`src/rtl/anb_rd_bridge_pkg.sv`:
```
// Local types and helpers for the ANB read bridge.
package anb_rd_bridge_pkg;

    typedef enum logic [1:0] {
        ST_IDLE,
        ST_ISSUE,
        ST_DRAIN
    } rd_state_e;

    function automatic int unsigned umin(input int unsigned a, input int unsigned b);
        return (a < b) ? a : b;
    endfunction

endpackage

```
`src/rtl/bmd_mc_defs.sv`:
```
// System memory controller shared types and constants.
package bmd_mc_defs;

    localparam int unsigned SMC_ADDR_W         = 32;
    localparam int unsigned SMC_DATA_W         = 32;
    localparam int unsigned SMC_TRN_MAX_LEN    = 16;
    localparam int unsigned SMC_BURST_BOUNDARY = 64;

    typedef logic [SMC_ADDR_W-1:0]             smc_addr_t;
    typedef logic [SMC_DATA_W-1:0]             smc_data_t;
    typedef logic [SMC_DATA_W/8-1:0]           smc_strb_t;
    typedef logic [$clog2(SMC_TRN_MAX_LEN):0]  smc_trn_max_len_t;

endpackage

```
`src/rtl/dpc_defs.sv`:
```
// DPC task engine shared types.
package dpc_defs;

    typedef logic [15:0] task_data_len_t;

endpackage

```
`src/rtl/anb_rd_if.sv`:
```
// ANB read channel: one address/length request, then a data stream with last.
interface anb_rd_if;
    import bmd_mc_defs::*;
    import dpc_defs::*;

    smc_addr_t      addr;
    task_data_len_t len;
    logic           avalid;
    logic           aready;
    smc_data_t      data;
    logic           last;
    logic           valid;
    logic           ready;

    modport s (input addr, len, avalid, ready, output aready, data, last, valid);
    modport m (output addr, len, avalid, ready, input aready, data, last, valid);
endinterface

```
`src/rtl/smc_rd_if.sv`:
```
// SMC read client port: burst requests out, id-tagged data beats back.
interface smc_rd_if #(parameter int unsigned N = 4);
    import bmd_mc_defs::*;

    localparam int unsigned IDW = (N > 1) ? $clog2(N) : 1;

    logic [IDW-1:0]   aid;
    smc_addr_t        addr;
    smc_trn_max_len_t len;
    logic             avalid;
    logic             aready;
    logic [IDW-1:0]   id;
    smc_data_t        data;
    smc_strb_t        strb;
    logic             valid;
    logic             last;
    logic             ready;

    modport m (output aid, addr, len, avalid, ready,
               input  aready, id, data, strb, valid, last);
    modport s (input  aid, addr, len, avalid, ready,
               output aready, id, data, strb, valid, last);
endinterface

```
`src/rtl/anb_rd_fifo.sv`:
```
// Show-ahead return-data FIFO with registered write and occupancy count.
module anb_rd_fifo
    import bmd_mc_defs::*;
#(
    parameter int unsigned DEPTH = 64
) (
    input  logic                    clk,
    input  logic                    rst,
    input  logic                    wr_en,
    input  smc_data_t               wr_data,
    input  logic                    rd_en,
    output smc_data_t               rd_data,
    output logic                    empty,
    output logic [$clog2(DEPTH):0]  count
);
    localparam int unsigned AW = $clog2(DEPTH);

    smc_data_t      mem [DEPTH];
    logic [AW-1:0]  wr_ptr;
    logic [AW-1:0]  rd_ptr;

    always_ff @(posedge clk) begin
        if (wr_en)
            mem[wr_ptr] <= wr_data;
    end

    always_ff @(posedge clk or posedge rst) begin
        if (rst) begin
            wr_ptr <= '0;
            rd_ptr <= '0;
            count  <= '0;
        end else begin
            if (wr_en)
                wr_ptr <= wr_ptr + 1'b1;
            if (rd_en)
                rd_ptr <= rd_ptr + 1'b1;
            count <= count + {{AW{1'b0}}, wr_en} - {{AW{1'b0}}, rd_en};
        end
    end

    assign rd_data = mem[rd_ptr];
    assign empty   = (count == '0);

endmodule

```
`src/rtl/anb_rd_bridge.sv`:
```
// ANB read slave: splits one task read into credit-limited SMC bursts and
// streams the returned words back with a generated last.
module anb_rd_bridge
    import bmd_mc_defs::*;
    import dpc_defs::*;
    import anb_rd_bridge_pkg::*;
#(
    parameter int unsigned N          = 4,
    parameter int unsigned CLIENT_ID  = 0,
    parameter int unsigned MAX_LEN    = SMC_TRN_MAX_LEN,
    parameter int unsigned BOUNDARY   = SMC_BURST_BOUNDARY,
    parameter int unsigned FIFO_DEPTH = 64
) (
    input  logic   clk,
    input  logic   rst,
    anb_rd_if.s    anb,
    smc_rd_if.m    smc,
    output logic   busy,
    output logic   err_id
);
    localparam int unsigned IDW = (N > 1) ? $clog2(N) : 1;
    localparam int unsigned BW  = $clog2(BOUNDARY);
    localparam int unsigned CW  = $clog2(FIFO_DEPTH) + 1;

    rd_state_e       state;
    smc_addr_t       cur_addr;
    task_data_len_t  rem;
    task_data_len_t  len_q;
    task_data_len_t  out_cnt;
    logic [CW-1:0]   blen;
    logic [CW-1:0]   in_flight;
    logic [CW-1:0]   fifo_count;
    logic [CW-1:0]   credit;
    logic            aready_q;
    logic            ready_q;
    logic            fifo_empty;
    smc_data_t       fifo_data;
    logic            issue_hs;
    logic            id_match;
    logic            own_beat;
    logic            foreign_beat;
    logic            rd_en;
    logic            anb_valid;
    logic            unused_smc_fields;

    function automatic logic [CW-1:0] calc_blen(input task_data_len_t r, input smc_addr_t a);
        int unsigned b;
        b = umin(32'(r), MAX_LEN);
        b = umin(b, BOUNDARY - 32'(a[BW-1:0]));
        return CW'(b);
    endfunction

    // Words already requested count against FIFO space, so every own-id beat has a slot.
    assign credit       = CW'(FIFO_DEPTH) - fifo_count - in_flight;
    assign issue_hs     = smc.avalid & smc.aready;
    assign id_match     = (smc.id == IDW'(CLIENT_ID));
    assign own_beat     = smc.valid & ready_q & id_match;
    assign foreign_beat = smc.valid & ready_q & ~id_match;
    assign anb_valid    = ~fifo_empty;
    assign rd_en        = anb_valid & anb.ready;

    assign smc.aid    = IDW'(CLIENT_ID);
    assign smc.addr   = cur_addr;
    assign smc.len    = smc_trn_max_len_t'(blen);
    assign smc.avalid = (state == ST_ISSUE) && (credit >= blen);
    assign smc.ready  = ready_q;

    assign anb.aready = aready_q;
    assign anb.valid  = anb_valid;
    assign anb.data   = fifo_empty ? '0 : fifo_data;
    assign anb.last   = anb_valid && (out_cnt == len_q - 1'b1);

    assign unused_smc_fields = ^{smc.strb, smc.last};

    always_ff @(posedge clk or posedge rst) begin
        if (rst) begin
            state     <= ST_IDLE;
            aready_q  <= 1'b0;
            ready_q   <= 1'b0;
            busy      <= 1'b0;
            err_id    <= 1'b0;
            cur_addr  <= '0;
            rem       <= '0;
            len_q     <= '0;
            out_cnt   <= '0;
            blen      <= '0;
            in_flight <= '0;
        end else begin
            ready_q   <= 1'b1;
            in_flight <= in_flight + (issue_hs ? blen : '0) - (own_beat ? CW'(1) : '0);
            if (foreign_beat)
                err_id <= 1'b1;
            if (rd_en)
                out_cnt <= out_cnt + 1'b1;

            case (state)
                ST_IDLE: begin
                    aready_q <= 1'b1;
                    if (anb.avalid && aready_q) begin
                        cur_addr <= anb.addr;
                        rem      <= anb.len;
                        len_q    <= anb.len;
                        out_cnt  <= '0;
                        blen     <= calc_blen(anb.len, anb.addr);
                        if (anb.len != '0) begin
                            busy     <= 1'b1;
                            aready_q <= 1'b0;
                            state    <= ST_ISSUE;
                        end
                    end
                end
                ST_ISSUE: begin
                    if (issue_hs) begin
                        cur_addr <= cur_addr + smc_addr_t'(blen);
                        rem      <= rem - task_data_len_t'(blen);
                        blen     <= calc_blen(rem - task_data_len_t'(blen),
                                              cur_addr + smc_addr_t'(blen));
                        if (rem == task_data_len_t'(blen))
                            state <= ST_DRAIN;
                    end
                end
                ST_DRAIN: begin
                    if (rd_en && anb.last) begin
                        busy     <= 1'b0;
                        aready_q <= 1'b1;
                        state    <= ST_IDLE;
                    end
                end
                default: state <= ST_IDLE;
            endcase
        end
    end

    anb_rd_fifo #(.DEPTH(FIFO_DEPTH)) u_fifo (
        .clk     (clk),
        .rst     (rst),
        .wr_en   (own_beat),
        .wr_data (smc.data),
        .rd_en   (rd_en),
        .rd_data (fifo_data),
        .empty   (fifo_empty),
        .count   (fifo_count)
    );

endmodule

```
`src/flat_wrapper.sv`:
```
// flat-port wrapper written by rule: the top's interface ports become plain ports
module anb_rd_bridge_flat import bmd_mc_defs::*; import dpc_defs::*; import anb_rd_bridge_pkg::*;
#(
    parameter int unsigned N          = 4,
    parameter int unsigned CLIENT_ID  = 0,
    parameter int unsigned MAX_LEN    = SMC_TRN_MAX_LEN,
    parameter int unsigned BOUNDARY   = SMC_BURST_BOUNDARY,
    parameter int unsigned FIFO_DEPTH = 64
)
  (clk, rst, busy, err_id, anb_addr, anb_len, anb_avalid, anb_ready, anb_aready, anb_data, anb_last, anb_valid, smc_aid, smc_addr, smc_len, smc_avalid, smc_ready, smc_aready, smc_id, smc_data, smc_strb, smc_valid, smc_last);
  anb_rd_if anb_i ();
  smc_rd_if #(.N(N)) smc_i ();
  input  logic clk;
  input  logic rst;
  output logic busy;
  output logic err_id;
  input wire logic [$bits(anb_i.addr)-1:0] anb_addr;
  input wire logic [$bits(anb_i.len)-1:0] anb_len;
  input wire logic [$bits(anb_i.avalid)-1:0] anb_avalid;
  input wire logic [$bits(anb_i.ready)-1:0] anb_ready;
  output wire logic [$bits(anb_i.aready)-1:0] anb_aready;
  output wire logic [$bits(anb_i.data)-1:0] anb_data;
  output wire logic [$bits(anb_i.last)-1:0] anb_last;
  output wire logic [$bits(anb_i.valid)-1:0] anb_valid;
  output wire logic [$bits(smc_i.aid)-1:0] smc_aid;
  output wire logic [$bits(smc_i.addr)-1:0] smc_addr;
  output wire logic [$bits(smc_i.len)-1:0] smc_len;
  output wire logic [$bits(smc_i.avalid)-1:0] smc_avalid;
  output wire logic [$bits(smc_i.ready)-1:0] smc_ready;
  input wire logic [$bits(smc_i.aready)-1:0] smc_aready;
  input wire logic [$bits(smc_i.id)-1:0] smc_id;
  input wire logic [$bits(smc_i.data)-1:0] smc_data;
  input wire logic [$bits(smc_i.strb)-1:0] smc_strb;
  input wire logic [$bits(smc_i.valid)-1:0] smc_valid;
  input wire logic [$bits(smc_i.last)-1:0] smc_last;
  assign anb_i.addr = anb_addr;
  assign anb_i.len = anb_len;
  assign anb_i.avalid = anb_avalid;
  assign anb_i.ready = anb_ready;
  assign anb_aready = anb_i.aready;
  assign anb_data = anb_i.data;
  assign anb_last = anb_i.last;
  assign anb_valid = anb_i.valid;
  assign smc_aid = smc_i.aid;
  assign smc_addr = smc_i.addr;
  assign smc_len = smc_i.len;
  assign smc_avalid = smc_i.avalid;
  assign smc_ready = smc_i.ready;
  assign smc_i.aready = smc_aready;
  assign smc_i.id = smc_id;
  assign smc_i.data = smc_data;
  assign smc_i.strb = smc_strb;
  assign smc_i.valid = smc_valid;
  assign smc_i.last = smc_last;
  anb_rd_bridge #(.N(N), .CLIENT_ID(CLIENT_ID), .MAX_LEN(MAX_LEN), .BOUNDARY(BOUNDARY), .FIFO_DEPTH(FIFO_DEPTH)) u_core (.clk(clk), .rst(rst), .anb(anb_i), .smc(smc_i), .busy(busy), .err_id(err_id));
endmodule
```
`config.mk`:
```
export PLATFORM = sky130hd
export DESIGN_NAME = anb_rd_bridge_flat
export DESIGN_NICKNAME = d
export VERILOG_FILES = /design/src/rtl/anb_rd_bridge_pkg.sv /design/src/rtl/bmd_mc_defs.sv /design/src/rtl/dpc_defs.sv /design/src/rtl/anb_rd_if.sv /design/src/rtl/smc_rd_if.sv /design/src/rtl/anb_rd_fifo.sv /design/src/rtl/anb_rd_bridge.sv /design/src/flat_wrapper.sv
export SDC_FILE = /design/constraint.sdc
export NUM_CORES = 2
export LEC_CHECK = 0
export ABC_CLOCK_PERIOD_IN_PS = 5700
export BUFFER_PORTS_ARGS = -buffer_cell sky130_fd_sc_hd__buf_2
export CORE_ASPECT_RATIO = 1.2
export CORE_UTILIZATION = 63
export CTS_CLUSTER_SIZE = 12
export DETAILED_ROUTE_END_ITERATION = 8
export GPL_TIMING_DRIVEN = 1
export PLACE_DENSITY_LB_ADDON = 0.15
export SYNTH_ARGS = -nofsm -noshare
export SYNTH_HDL_FRONTEND = slang
export SYNTH_HIERARCHICAL = 1
export SYNTH_SLANG_ARGS = --single-unit
```
`constraint.sdc`:
```
create_clock -name clk -period 5.7 [get_ports clk]
set_input_delay 0.285 -clock clk [delete_from_list [all_inputs] [get_ports clk]]
set_output_delay 0.285 -clock clk [all_outputs]
set_load 0.05 [all_outputs]
```
* After elaboration in Yosys (flattened, before gate mapping) *
Memory sizes are Yosys's and may differ from the RTL's.
Cells that the tools add are included.

cells by class
  bitwise operators = 7
  reductions and logical operators = 15
  $lt $le $gt $ge = 5
  add/subtract/negate cells = 14
  muxes and demuxes = 35
  eq/ne operators = 9

operator list
  operator                                                number
  2-to-1 mux 16 bit                                       7
  2-to-1 mux 32 bit                                       3
  < comparator 16 x 32 -> 1 bit                           2
  one-hot mux 32 bit (2 select lines)                     1
  2-to-1 mux 7 bit                                        5
  adder 32 x 7 -> 32 bit                                  1
  < comparator 16 x 5 -> 1 bit (second input constant)    2
  one-hot mux 16 bit (2 select lines)                     1
  adder 16 x 1 -> 16 bit (second input constant)          1
  == test 16 bit                                          1
  == test 16 x 7 -> 1 bit                                 1
  nonzero test 16 bit                                     1
  subtractor 16 x 1 -> 16 bit (second input constant)     1
  subtractor 16 x 7 -> 16 bit                             1
  subtractor 7 x 6 -> 8 bit (first input constant)        2
  one-hot mux 7 bit (2 select lines)                      1
  subtractor 7 bit                                        2
  adder 6 x 1 -> 6 bit (second input constant)            2
  2-to-1 mux 2 bit                                        5
  2-to-1 mux 1 bit                                        9
  inequality test 2 x 1 -> 1 bit (second input constant)  4
  adder 7 x 1 -> 7 bit                                    1
  adder 7 bit                                             1
  greater-or-equal comparator 7 bit                       1
  other kinds (17)                                        29

word-level totals
  RAM bits = 2048
  register bits = 119
  output and inout bits = 78
  input port bits = 93
  memories kept = 1

memory list
  name               depth  bits a word  read ports  clocked after Yosys merged registers in  wr ports  RTL line           source
  u_core.u_fifo.mem  64     32           1           0                                        1         anb_rd_fifo.sv:18  smc_data_t mem [DEPTH];

* Logic depth before layout (Yosys ltp) *
  word-level depth = 8
  gate-level depth with buffers = 29
  gate-level depth less buffers = 27

* Cells and area by module *
Netlist, hierarchy kept.

by module, submodules not included
  module         seq. area each (sq um)  area an instance (sq um)  cells an instance  instances
  anb_rd_fifo    61974.4                 79791.5                   3586               1
  anb_rd_bridge  2502.4                  8376.8                    1049               1

* Worst setup path after synthesis *
No wires, ideal clock.

  kind = register -> register
  from = register u_core.u_fifo.count[2]
  to = register u_core.in_flight[6]
  data required time = 5.575 ns
  data arrival time = 4.908 ns
  period minus slack after synthesis = 5.033 ns
  stages on the path, launching flop included = 29
  buffers on the path = 2
  slack = 0.667 ns
  cells stage by stage = dfrtp_1 inv_1 ha_1 ha_1 a21o_1 a21oi_1 o21bai_1 a21oi_1 xnor2_1 ha_1 nand2_1 or3_1 a211oi_1 o31a_1 buf_2 clkbuf_1 nand2_1 ha_1 inv_1 ha_1 inv_1 fa_1 nor2b_1 o21ai_0 a21boi_0 o21a_1 nor2_1 xnor2_1 xnor2_1

on the way
  word-level cells in the longest chain between the ends = 8

RTL lines
  what                               RTL line             source
  start: declaration                 anb_rd_fifo.sv:14    output logic [$clog2(DEPTH):0] count
  start signal: assignment           anb_rd_fifo.sv:37    count <= count + {{AW{1'b0}}, wr_en} - {{AW{1'b0}}, rd_en};
  subtractor 7 bit (2 in series)     anb_rd_bridge.sv:54  assign credit = CW'(FIFO_DEPTH) - fifo_count - in_flight;
  greater-or-equal comparator 7 bit  anb_rd_bridge.sv:65  assign smc.avalid = (state == ST_ISSUE) && (credit >= blen);
  logical AND 1 bit                  anb_rd_bridge.sv:65
  AND 1 bit                          anb_rd_bridge.sv:55  assign issue_hs = smc.avalid & smc.aready;
  2-to-1 mux 7 bit                   anb_rd_bridge.sv:90  in_flight <= in_flight + (issue_hs ? blen : '0) - (own_beat ? CW'(1) : '0);
  adder 7 bit                        anb_rd_bridge.sv:90
  subtractor 7 bit                   anb_rd_bridge.sv:90
  end signal: assignment             anb_rd_bridge.sv:90
  end: declaration                   anb_rd_bridge.sv:31  logic [CW-1:0] in_flight;

No other way between the ends.
A chain may end at the register's enable or synchronous reset.

* Worst setup path after layout *
  from = register u_core.in_flight[2]
  to = register u_core.in_flight[6]

on the way
  word-level cells in the longest chain between the ends = 7

RTL lines
  what                               RTL line
  subtractor 7 bit                   anb_rd_bridge.sv:54
  greater-or-equal comparator 7 bit  anb_rd_bridge.sv:65
  logical AND 1 bit                  anb_rd_bridge.sv:65
  AND 1 bit                          anb_rd_bridge.sv:55
  2-to-1 mux 7 bit                   anb_rd_bridge.sv:90
  adder 7 bit *                      anb_rd_bridge.sv:90
  subtractor 7 bit *                 anb_rd_bridge.sv:90

Every way passes the cells marked *; elsewhere a longest branch is shown, timed or not.

==> out/qor.yml <==
ys_warn_count: 6
globalRouteTotalUtil: 0.3298
syn_inst: 4635
floorplan.core_area_um2: 139100
ys_top_cells_by_count: "2,048 x edfxtp_1, 458 x mux4_2, 245 x mux2i_1"
fp.dieH_um: 411.8
timing.fmax_ghz: 0.1908
fin_skew_ns: 0.02543
crit_fanout: 6
cts_tree: "done"
drt_iter0_drc: 5128
final_area_um2: 97860
grt_pass1_wl_um: 327600
power_density_nw_per_um2: 513.2
ys_async_sr_fraction: 0.05491
finalSetupTns_ns: 0
relSlewSlack: 0.1400
worst_slew_pin_slew_ns: 1.290
drive_above_1_share: 0.2262
start_util: 0.6340
maxCapViolCount: 0
power_mw: 50.22
yosys_most_used_dff: "edfxtp_1"
grt_pass1_vias: 47300
htreeDepth: 4
vdd_ir_drop_max_v: 0.0008437
start_kind: "flop"
crit_path_end_kind: "flop"
leakagePower_nw: 32.33
totalWireLength_um: 229300
status: "finished clean"
postCtsSetupBuffers: 0
cp.required_ns: 6.45
ys_ff_latch: 2167
slowest_delay_ns: 0.40
slowest_stage: "fa_1"
drc: 0
final_nets: 5127
postRouteAntennaNets: 0
cts.sinks: 2167
grt_overflow_total: 0
vias_per_cell: 6.892
row_count: 150
antenna_found_initial: 17
crit_top_cell: "ha_1"
ys_seq_area_frac: 0.7313
hold_violations: 0
synth_top_cell_area_share: 0.6975
rsz0062_at_grt: "false"
io_pins: 171
setup_viol: 0
clk_pin_slew_ns: 0.06
vias: 47330
cts_buffers: 204
synth_edf_count: 2048
path_class: "flop to flop"
cp_data_arrival_time_ns: 5.99
fin_crit_sh: 0.9193
slew_violations: 0
synth_top_cells_by_area: "edfxtp_1 70%, mux4_2 12%, dfrtp_1 3.4%"
post_dp_cell_area_um2: 91620
synthesis.area_um2: 88170
place.port_buffers: 163
insertion_delay_ns: 0.84
die-width_um: 343.5
cts-root-buf: "clkbuf_16"
dieArea_um2: 141500
synth.most_common_cell: "edfxtp_1"
cts.path.max_buffers: 3
synth_area_per_cell_um2: 19.02
ys_types: 93
grt_max_degree: 83
min_path_type: "input pin to flop"
area_growth_pct: 10.99
wl_per_cell_um: 33.39
finalWeightedCongestion: 0.8862
firstDrtPassIters: 5
critPathBufInv: 3
crit_family: "compound AO/OA/AOI/OAI gates"
dp_hpwl_um: 133000
synth.largest_area_cell: "edfxtp_1"
post-route-min-period_ns: 5.240
final cells by class:
class,instances,area (um^2)
clock buffer,262,5429
tap,1824,2282
antenna,5,12.51
inverter,86,325.3
fill,8486,41210
sequential,2167,64500
multi-input combinational,2125,22350
timing repair buffer,374,2728
clock inverter,25,239.0
what timing repair did:
action / 4_1_cts / 5_1_grt
hold endpoints to repair: 119 / 0
hold buffers: 56 / 0
resized for setup: 0 / 0
per-layer routing:
metal / vias up / share of wire / track usage
li1: 19490 / - / -
met1: 24630 / 0.36 / 0.4261
met2: 2669 / 0.50 / 0.5478
met3: 537 / 0.089 / 0.05768
met4: 12 / 0.051 / 0.1577
met5: - / 0.00027 / 0
logic make-up after synthesis:
family,Yosys count,share of synthesized area
buf+inv,348,0.02140
compound gates,614,0.04558
fa+ha+maj,76,0.01121
xor+xnor,80,0.007947
flops,2167,0.7313
other cells,2,0.00008518
mux,734,0.1489
simple gates,614,0.03355
stage by stage:
step | std cells | hold WS [ns] | utilization | setup WS, ns
finish | 6868 | 0.08674 | 0.7037 | 0.4598
floorplan | 4640 | 0.2361 | - | 0.6674
detailed placement | 6520 | 0.3389 | 0.6588 | 0.5094
CTS | 6863 | 0.04251 | 0.7036 | 0.4615
global route | 6865 | 0.1020 | 0.7036 | 0.05316
global placement | 6520 | 0.3327 | 0.6588 | 0.4803
registers in the layout (all words and copies together), names as in the netlist, 7 cells and up:
name and cells:
u_core/blen 7, u_core/in_flight 7, u_core/len_q 16, u_core/out_cnt 16, u_core/rem 16, u_core/smc.addr 32
u_core/u_fifo/count 7, u_core/u_fifo/mem 2048
where the power goes:
group          internal [mW]  switching [mW]
clock                   6.71            5.45
sequential              17.9           0.901
combinational           7.43            11.9
total                   32.0            18.2
worst min-delay path: stages:
cell and delay (ns):
buf_2 0.09, nor2b_1 0.12, buf_4 0.26, xor2_1 0.10
cells in the final DEF, fill, tap and decap left out, drive strengths merged, types with 57 or more instances in the layout:
cell type / count
o21ai: 135
inv: 90
buf: 318
dfrtp: 119
nor2: 195
edfxtp: 2048
a21oi: 145
mux2i: 245
nand2: 156
ha: 71
o22ai: 57
mux4: 459
clkbuf: 262
final timing paths:
kind	startpoint	end	slack (ns)	cells after the start
worst min-delay path	anb_ready	u_core/u_fifo/rd_ptr[0]	0.09	4
max in group asynchronous	rst	u_core/len_q[13]	3.75	5
worst max-delay path	u_core/in_flight[2]	u_core/in_flight[6]	0.46	26
worst min register to register	u_core/rem[2]	u_core/rem[2]	0.50	2
min in group asynchronous	rst	u_core/u_fifo/count[6]	0.27	3
worst max register to register	u_core/in_flight[2]	u_core/in_flight[6]	0.46	26
Note: power is estimated with default switching activity, not from simulation.
